### config.mk
export PLATFORM = sky130hd
export DESIGN_NAME = pool2_ctrl
export DESIGN_NICKNAME = d
export VERILOG_FILES = /design/src/rtl/pool2_ctrl.sv
export SDC_FILE = /design/constraint.sdc
export NUM_CORES = 1
export LEC_CHECK = 0
export BUFFER_PORTS_ARGS = -buffer_cell sky130_fd_sc_hd__buf_2
export CORE_ASPECT_RATIO = 1.4
export CORE_MARGIN = 5
export CORE_UTILIZATION = 58
export DETAILED_ROUTE_END_ITERATION = 16
export PLACE_DENSITY = 0.79
export SLEW_MARGIN = 5
export SYNTH_ARGS = -nofsm -noshare
export SYNTH_HDL_FRONTEND = slang
export SYNTH_SLANG_ARGS = --single-unit
### constraint.sdc
create_clock -name clk -period 3.71 [get_ports clk]
set_clock_uncertainty 0.2 [all_clocks]
set_input_delay 0.5565 -clock clk [delete_from_list [all_inputs] [get_ports clk]]
set_output_delay 0.5565 -clock clk [all_outputs]
set_load 0.05 [all_outputs]
### src/rtl/pool2_ctrl.sv
`default_nettype none
// ============================================================================
// Module      : pool2_ctrl
// Description : Sequencer for the second 2x2 max-pooling layer. Walks every
//               2x2 window of the f4 feature map (one 256-bit word per pixel,
//               16 maps in parallel) in raster order, issues one f4 read per
//               cycle, marks the first sample of each window with pool2_clr,
//               and issues the f5 write strobe/address once the execute
//               datapath has folded the fourth sample of a window.
// Options     : POOL2_PERF_EN - adds the pool2_cycles busy-cycle counter port.
// Revision    : 1.0 - initial release
// ============================================================================
module pool2_ctrl #(
    parameter int IN_W   = 10,
    parameter int IN_H   = 10,
    parameter int F4_AW  = 7,
    parameter int F5_AW  = 5,
    parameter int RD_LAT = 1
) (
    input  logic             clk,
    input  logic             rst,
    input  logic             pool2_start,
    output logic             pool2_busy,
    output logic             pool2_done,
    output logic             f4_re,
    output logic [F4_AW-1:0] f4_raddr,
    output logic             pool2_clr,
    output logic             f5_we,
    output logic [F5_AW-1:0] f5_waddr
`ifdef POOL2_PERF_EN
    ,
    output logic [15:0]      pool2_cycles
`endif
);

    // ------------------------------------------------------------------------
    // Geometry of the pooled output
    // ------------------------------------------------------------------------
    localparam int WIN_W = IN_W / 2;
    localparam int WIN_H = IN_H / 2;
    localparam int NWIN  = WIN_W * WIN_H;
    localparam int WC_W  = (WIN_W > 1) ? $clog2(WIN_W) : 1;
    localparam int WR_W  = (WIN_H > 1) ? $clog2(WIN_H) : 1;

    localparam logic [WC_W-1:0]  WC_LAST  = WC_W'(WIN_W - 1);
    localparam logic [WR_W-1:0]  WR_LAST  = WR_W'(WIN_H - 1);
    localparam logic [F5_AW-1:0] WIN_LAST = F5_AW'(NWIN - 1);

    typedef enum logic [1:0] {
        ST_IDLE  = 2'd0,
        ST_RUN   = 2'd1,
        ST_FLUSH = 2'd2
    } state_t;

    // ------------------------------------------------------------------------
    // State and pipeline registers
    // ------------------------------------------------------------------------
    state_t             state_q,    state_d;
    logic               busy_q,     busy_d;
    logic               done_q,     done_d;
    logic               f4_re_q,    f4_re_d;
    logic [F4_AW-1:0]   f4_raddr_q, f4_raddr_d;

    // Position of the read currently on the f4 port
    logic [1:0]         sub_q,      sub_d;
    logic [WC_W-1:0]    wcol_q,     wcol_d;
    logic [WR_W-1:0]    wrow_q,     wrow_d;
    logic [F5_AW-1:0]   win_q,      win_d;

    // Tag delay line: stage RD_LAT-1 lines up with the returning read data,
    // the final f5 stage sits one cycle later, after the datapath folds it.
    logic [RD_LAT-1:0]             clr_pipe_q,   clr_pipe_d;
    logic [RD_LAT-1:0]             we_pipe_q,    we_pipe_d;
    logic [RD_LAT-1:0][F5_AW-1:0]  waddr_pipe_q, waddr_pipe_d;
    logic                          f5_we_q,      f5_we_d;
    logic [F5_AW-1:0]              f5_waddr_q,   f5_waddr_d;

`ifdef POOL2_PERF_EN
    logic [15:0]        cycles_q,   cycles_d;
`endif

    logic               last_read;
    logic               win_end;

    // f4 pixel address of sample s of window (wr, wc)
    function automatic logic [F4_AW-1:0] pix_addr(
        input logic [WR_W-1:0] wr,
        input logic [WC_W-1:0] wc,
        input logic [1:0]      s
    );
        int row;
        int col;
        row = 2 * int'(wr) + int'(s[1]);
        col = 2 * int'(wc) + int'(s[0]);
        return F4_AW'(row * IN_W + col);
    endfunction

    // Window traversal detection for the read currently being issued
    always_comb begin
        win_end   = (sub_q == 2'd3);
        last_read = win_end && (wcol_q == WC_LAST) && (wrow_q == WR_LAST);
    end

    // Next-state computation for the sequencer, tag pipe and outputs
    always_comb begin
        state_d      = state_q;
        busy_d       = busy_q;
        f4_re_d      = f4_re_q;
        f4_raddr_d   = f4_raddr_q;
        sub_d        = sub_q;
        wcol_d       = wcol_q;
        wrow_d       = wrow_q;
        win_d        = win_q;
        clr_pipe_d   = clr_pipe_q;
        we_pipe_d    = we_pipe_q;
        waddr_pipe_d = waddr_pipe_q;
        f5_waddr_d   = f5_waddr_q;
`ifdef POOL2_PERF_EN
        cycles_d     = cycles_q;
        if (busy_q && (cycles_q != 16'hFFFF)) begin
            cycles_d = cycles_q + 16'd1;
        end
`endif

        // Tag of the read on the port enters the delay line each cycle
        clr_pipe_d[0]   = f4_re_q && (sub_q == 2'd0);
        we_pipe_d[0]    = f4_re_q && win_end;
        waddr_pipe_d[0] = win_q;
        for (int i = 1; i < RD_LAT; i++) begin
            clr_pipe_d[i]   = clr_pipe_q[i-1];
            we_pipe_d[i]    = we_pipe_q[i-1];
            waddr_pipe_d[i] = waddr_pipe_q[i-1];
        end

        // f5 stage: address only moves when a write is issued, so it holds
        f5_we_d = we_pipe_q[RD_LAT-1];
        if (we_pipe_q[RD_LAT-1]) begin
            f5_waddr_d = waddr_pipe_q[RD_LAT-1];
        end
        done_d = we_pipe_q[RD_LAT-1] && (waddr_pipe_q[RD_LAT-1] == WIN_LAST);

        case (state_q)
            ST_IDLE: begin
                if (pool2_start) begin
                    state_d    = ST_RUN;
                    busy_d     = 1'b1;
                    f4_re_d    = 1'b1;
                    f4_raddr_d = '0;
`ifdef POOL2_PERF_EN
                    cycles_d   = 16'd0;
`endif
                end
            end

            ST_RUN: begin
                sub_d = sub_q + 2'd1;
                if (win_end) begin
                    if (wcol_q == WC_LAST) begin
                        wcol_d = '0;
                        wrow_d = (wrow_q == WR_LAST) ? '0 : wrow_q + WR_W'(1);
                    end else begin
                        wcol_d = wcol_q + WC_W'(1);
                    end
                    win_d = (win_q == WIN_LAST) ? '0 : win_q + F5_AW'(1);
                end
                if (last_read) begin
                    state_d = ST_FLUSH;
                    f4_re_d = 1'b0;
                end else begin
                    f4_raddr_d = pix_addr(wrow_d, wcol_d, sub_d);
                end
            end

            ST_FLUSH: begin
                // done_q marks the final write; busy drops right after it
                if (done_q) begin
                    state_d = ST_IDLE;
                    busy_d  = 1'b0;
                end
            end

            default: begin
                state_d = ST_IDLE;
                busy_d  = 1'b0;
                f4_re_d = 1'b0;
            end
        endcase
    end

    // Register all sequencer state; reset clears everything at once
    always_ff @(posedge clk or posedge rst) begin
        if (rst) begin
            state_q      <= ST_IDLE;
            busy_q       <= 1'b0;
            done_q       <= 1'b0;
            f4_re_q      <= 1'b0;
            f4_raddr_q   <= '0;
            sub_q        <= '0;
            wcol_q       <= '0;
            wrow_q       <= '0;
            win_q        <= '0;
            clr_pipe_q   <= '0;
            we_pipe_q    <= '0;
            waddr_pipe_q <= '0;
            f5_we_q      <= 1'b0;
            f5_waddr_q   <= '0;
`ifdef POOL2_PERF_EN
            cycles_q     <= 16'd0;
`endif
        end else begin
            state_q      <= state_d;
            busy_q       <= busy_d;
            done_q       <= done_d;
            f4_re_q      <= f4_re_d;
            f4_raddr_q   <= f4_raddr_d;
            sub_q        <= sub_d;
            wcol_q       <= wcol_d;
            wrow_q       <= wrow_d;
            win_q        <= win_d;
            clr_pipe_q   <= clr_pipe_d;
            we_pipe_q    <= we_pipe_d;
            waddr_pipe_q <= waddr_pipe_d;
            f5_we_q      <= f5_we_d;
            f5_waddr_q   <= f5_waddr_d;
`ifdef POOL2_PERF_EN
            cycles_q     <= cycles_d;
`endif
        end
    end

    // ------------------------------------------------------------------------
    // Outputs come straight from flops
    // ------------------------------------------------------------------------
    assign pool2_busy = busy_q;
    assign pool2_done = done_q;
    assign f4_re      = f4_re_q;
    assign f4_raddr   = f4_raddr_q;
    assign pool2_clr  = clr_pipe_q[RD_LAT-1];
    assign f5_we      = f5_we_q;
    assign f5_waddr   = f5_waddr_q;
`ifdef POOL2_PERF_EN
    assign pool2_cycles = cycles_q;
`endif

endmodule
`default_nettype wire
==> flow_summary.rst <==
.. list-table::
   :header-rows: 1

   * - Metric
     - Value
   * - Final ANT Viol Nets
     - 0
   * - Root Buffer
     - sky130_fd_sc_hd__clkbuf_8
   * - Master of the slowest instance on the critical path
     - sky130_fd_sc_hd__fa_1
   * - Width of the die
     - 58.6 um
   * - Critical path fanouts, max
     - 5
   * - CP required
     - 3690 ps
   * - Number of distinct library cells after synthesis
     - 34
   * - Starting Density
     - 0.608
   * - Worst-case clock buffer depth
     - 2
   * - Portion of the clock cycle consumed by the worst path in the final layout
     - 0.915
   * - Most frequent cells in the layout
     - sky130_fd_sc_hd__dfrtp_1 (38), sky130_fd_sc_hd__inv_1 (19), sky130_fd_sc_hd__buf_2 (19)
   * - Simple-Gate Fraction of Synth Area
     - 0.110
   * - Number of filler instances in the final layout
     - 258
   * - Number of global-route vias before repair
     - 1,376
   * - Drc violations
     - 0
   * - Leakage component of the power
     - between 0.001 and 0.0015 uW
   * - DRT iter0 DRCs
     - 44
   * - Wire length of the first global-routing pass
     - 6.39 mm
   * - Clock transition at the register clock pins on the worst setup and hold paths after CTS
     - 70 ps
   * - Post-CTS Setup Repair Bufs
     - 0
   * - Number of hold violations in the final report
     - 0
   * - Die ar.
     - 4570 um^2
   * - Mux contribution to synthesized area
     - 0.0581
   * - Transition time at the pin with the least slew margin
     - approximately 790 ps
   * - Die height
     - between 70 and 80 um
   * - Critical Path, Cell by Cell
     - inv_1 > ha_1 > and2_1 > nor3_1 > a21oi_1 > inv_1 > ha_1 > ha_1 > fa_1 > o211ai_1 > nor2_1 > xnor3_1 > a22o_1
   * - Diode insertion count for antenna repair
     - 0
   * - Worst flop-to-flop path endpoint
     - f4_raddr[6]
   * - Num CTS Buffers
     - 5
   * - Most Frequent Cell on Critical Path
     - sky130_fd_sc_hd__ha_1
   * - Worst ir drop on vdd
     - 0.704 mV
   * - Maximum number of pins on one net before global-route repair
     - 23
   * - Number of top-level pins
     - 20
   * - Placeable core region
     - ~3200 um^2
   * - Worst setup slack after layout
     - 314 ps
   * - Crit path largest cell delay
     - 520 ps
   * - Std-Cell Rows
     - 24
   * - Status
     - finished, final reports clean
   * - Max-cap check violation count
     - 0
   * - Remaining max-slew budget at the tightest pin
     - 0.473
   * - Unrepaired setup endpoints after global routing
     - false
   * - Number of buffers and inverters on the critical path
     - 2
   * - Fin crit period
     - 3400 ps
   * - Number of hold-repair buffers added at the cts stage
     - 0
   * - Initial antenna violation count
     - 0
   * - Number of nets produced by synthesis
     - 193
   * - Share of the yosys chip area belonging to registers
     - 0.496
   * - Area of the mapped netlist
     - roughly 1900 um^2
   * - Worst Setup End Kind
     - flop
   * - Cell area power density
     - 1030 nW/um^2
   * - Gr usage total
     - 0.188
   * - Critical Path Stages
     - 13
   * - Length in cells of the worst reg-to-reg path
     - 13
   * - Via-to-Cell Ratio
     - 5.57
   * - Avg WL per Cell
     - ~15 um
   * - Fraction of the mapped netlist area in compound gates
     - 0.141
   * - Setup TNS Final
     - 0 ps
   * - Synthesized instance count
     - 174
   * - Via Count
     - between 1,000 and 1,500
   * - Count of input and output buffers
     - 19
   * - Worst reg2reg startpoint
     - wrow_q[0]
   * - Largest family of logic cells by synthesized area
     - compound AO/OA/AOI/OAI gates
   * - Kind of critical path
     - flop to flop
   * - Hpwl dp
     - ~2.8 mm
   * - Type of element launching the critical path
     - flop
   * - Clock tree from TritonCTS
     - yes
   * - CTS sink count
     - 38
   * - Placer Congestion
     - between 0.8 and 0.9
   * - Final setup violation count
     - 0
   * - Delay-heaviest family, CP
     - adder cells
   * - First-pass DRT Iterations
     - 4
   * - Synthesized-area fraction occupied by adder cells
     - 0.112
   * - Syn_area_per_cell
     - 11.0 um^2
   * - Post-synthesis xor/xnor area fraction
     - 0.0300
   * - Class of the tightest hold or removal check
     - input pin to asynchronous set/reset pin
   * - # nets final
     - 214
   * - Final Core Density
     - 0.677
   * - Total overflow reported by the global router
     - 0
   * - Cell Count Post-Placement
     - 227
   * - Arrival @ worst endpoint
     - 3370 ps
   * - Max Clock Freq
     - 294 MHz
   * - Post-route non-filler standard cell count
     - 235
   * - Register-to-register setup slack
     - around 310 ps
   * - Layout Area Growth over Synthesis
     - 11.3%
   * - Most frequent standard cell in the layout excluding fill and tap cells
     - sky130_fd_sc_hd__dfrtp_1
   * - Number of levels the H-tree was split into
     - 2
   * - Final Max Slew Viols
     - 0
   * - Clock insertion delay at the later pin of the skew report
     - just under 300 ps
   * - Number of warnings reported in the yosys synthesis log
     - 0
   * - Total detailed-routing wirelength
     - 3.58 mm
   * - Share of post-route cells with drive strength above 1
     - 0.204
   * - Flops & latches, synth
     - 38
   * - DP Worst Slack
     - 241 ps
==> cells in the mapped netlist, drive strengths merged <==
| cell type | count | area, um^2 |
|---|---|---|
| a211oi | 1 | 7.51 |
| a21o | 1 | 7.51 |
| a21oi | 7 | 35.0 |
| a22o | 5 | 43.8 |
| a22oi | 1 | 21.3 |
| a311o | 1 | 10.0 |
| and2 | 4 | 25.0 |
| and3 | 1 | 7.51 |
| buf | 3 | 17.5 |
| clkbuf | 3 | 11.3 |
| dfrtp | 38 | 951 |
| fa | 2 | 40.0 |
| ha | 14 | 175 |
| inv | 19 | 71.3 |
| mux2 | 9 | 101 |
| mux2i | 1 | 10.0 |
| nand2 | 15 | 56.3 |
| nand2b | 3 | 18.8 |
| nand3 | 3 | 15.0 |
| nand3b | 1 | 7.51 |
| nand4b | 2 | 17.5 |
| nor2 | 6 | 22.5 |
| nor2b | 3 | 18.8 |
| nor3 | 3 | 15.0 |
| nor3b | 1 | 7.51 |
| o2111ai | 1 | 26.3 |
| o211ai | 1 | 7.51 |
| o21ai | 15 | 75.1 |
| o22ai | 2 | 12.5 |
| o31ai | 2 | 15.0 |
| o32ai | 1 | 8.76 |
| xnor2 | 4 | 35.0 |
| xnor3 | 1 | 22.5 |
==> through the flow <==
stage / total power [uW] / area (um^2) / hold WS [ps]
global placement: 1870 / 2040 / 221
detailed placement: 1930 / 2040 / 246
finish: 2200 / 2130 / 208
CTS: 2210 / 2130 / 236
global route: 2390 / 2130 / 269
floorplan: 1660 / 1920 / 152
==> worst register-to-register path, stage by stage, from the launching register on <==
cell                       delay [ps]
sky130_fd_sc_hd__dfrtp_1          420
sky130_fd_sc_hd__inv_1             70
sky130_fd_sc_hd__ha_1             210
sky130_fd_sc_hd__and2_1           210
sky130_fd_sc_hd__nor3_1            60
sky130_fd_sc_hd__a21oi_1          280
sky130_fd_sc_hd__inv_1            130
sky130_fd_sc_hd__ha_1             320
sky130_fd_sc_hd__ha_1             210
sky130_fd_sc_hd__fa_1             520
sky130_fd_sc_hd__o211ai_1          90
sky130_fd_sc_hd__nor2_1           120
sky130_fd_sc_hd__xnor3_1          230
sky130_fd_sc_hd__a22o_1           200
==> cell type report <==
type                            instances  area [um^2]  share of cell area
Inverter                               19         71.3              0.0334
Multi-Input combinational cell        111          868               0.407
Clock buffer                            7         86.3              0.0405
Tap cell                               39         48.8              0.0229
Timing Repair Buffer                   20          103              0.0481
Clock inverter                          1         5.00             0.00235
Sequential cell                        38          951               0.446
==> per-layer routing <==
metal,share of wire,up-vias,global-route usage
met5,0,-,0
met4,0.034,0,0.0975
met3,0.040,10,0.0476
met2,0.55,24,0.326
met1,0.37,639,0.206
li1,-,635,-
==> power by group <==
| group | switching (uW) | internal, uW | total, uW |
|---|---|---|---|
| Sequential | 142 | 594 | 736 |
| Clock | 134 | 150 | 284 |
| Combinational | 694 | 483 | 1180 |
==> worst max-delay path by stage <==
stage / from / to / slack [ps]
CTS: sub_q[0] / f4_raddr[6] / 230
detailed placement: sub_q[0] / f4_raddr[6] / 240
global placement: sub_q[0] / f4_raddr[6] / 390
finish: wrow_q[0] / f4_raddr[6] / 310
global route: wrow_q[1] / f4_raddr[6] / 10
floorplan: wcol_q[0] / f4_raddr[6] / 570
==> registers in the layout, summed over array words and instances (netlist names) <==
signal,cells
sub_q,2
f5_waddr,5
pool2_clr,1
pool2_busy,1
pool2_done,1
f5_we_d,1
waddr_pipe_d,5
wcol_q,3
f4_raddr,7
wrow_q,3
state_q,2
f5_we,1
f4_re,1
waddr_pipe_q,5
==> cell families (layout without fill, tap and decap cells) <==
logic type / Yosys count / in the layout
adders and majority gates: 16 / 16
buffers and inverters: 25 / 47
DFF: 38 / 38
muxes: 10 / 10
AOI/OAI and AO/OA: 38 / 38
xor gates and xnor gates: 5 / 5
and+or+nand+nor: 42 / 42
==> timing repair <==
action | in CTS | in global routing
gates resized for setup | 0 | 1
setup endpoints to repair | 0 | 1
endpoints found under the hold margin | 0 | 0
(Power assumes the default switching activity.)
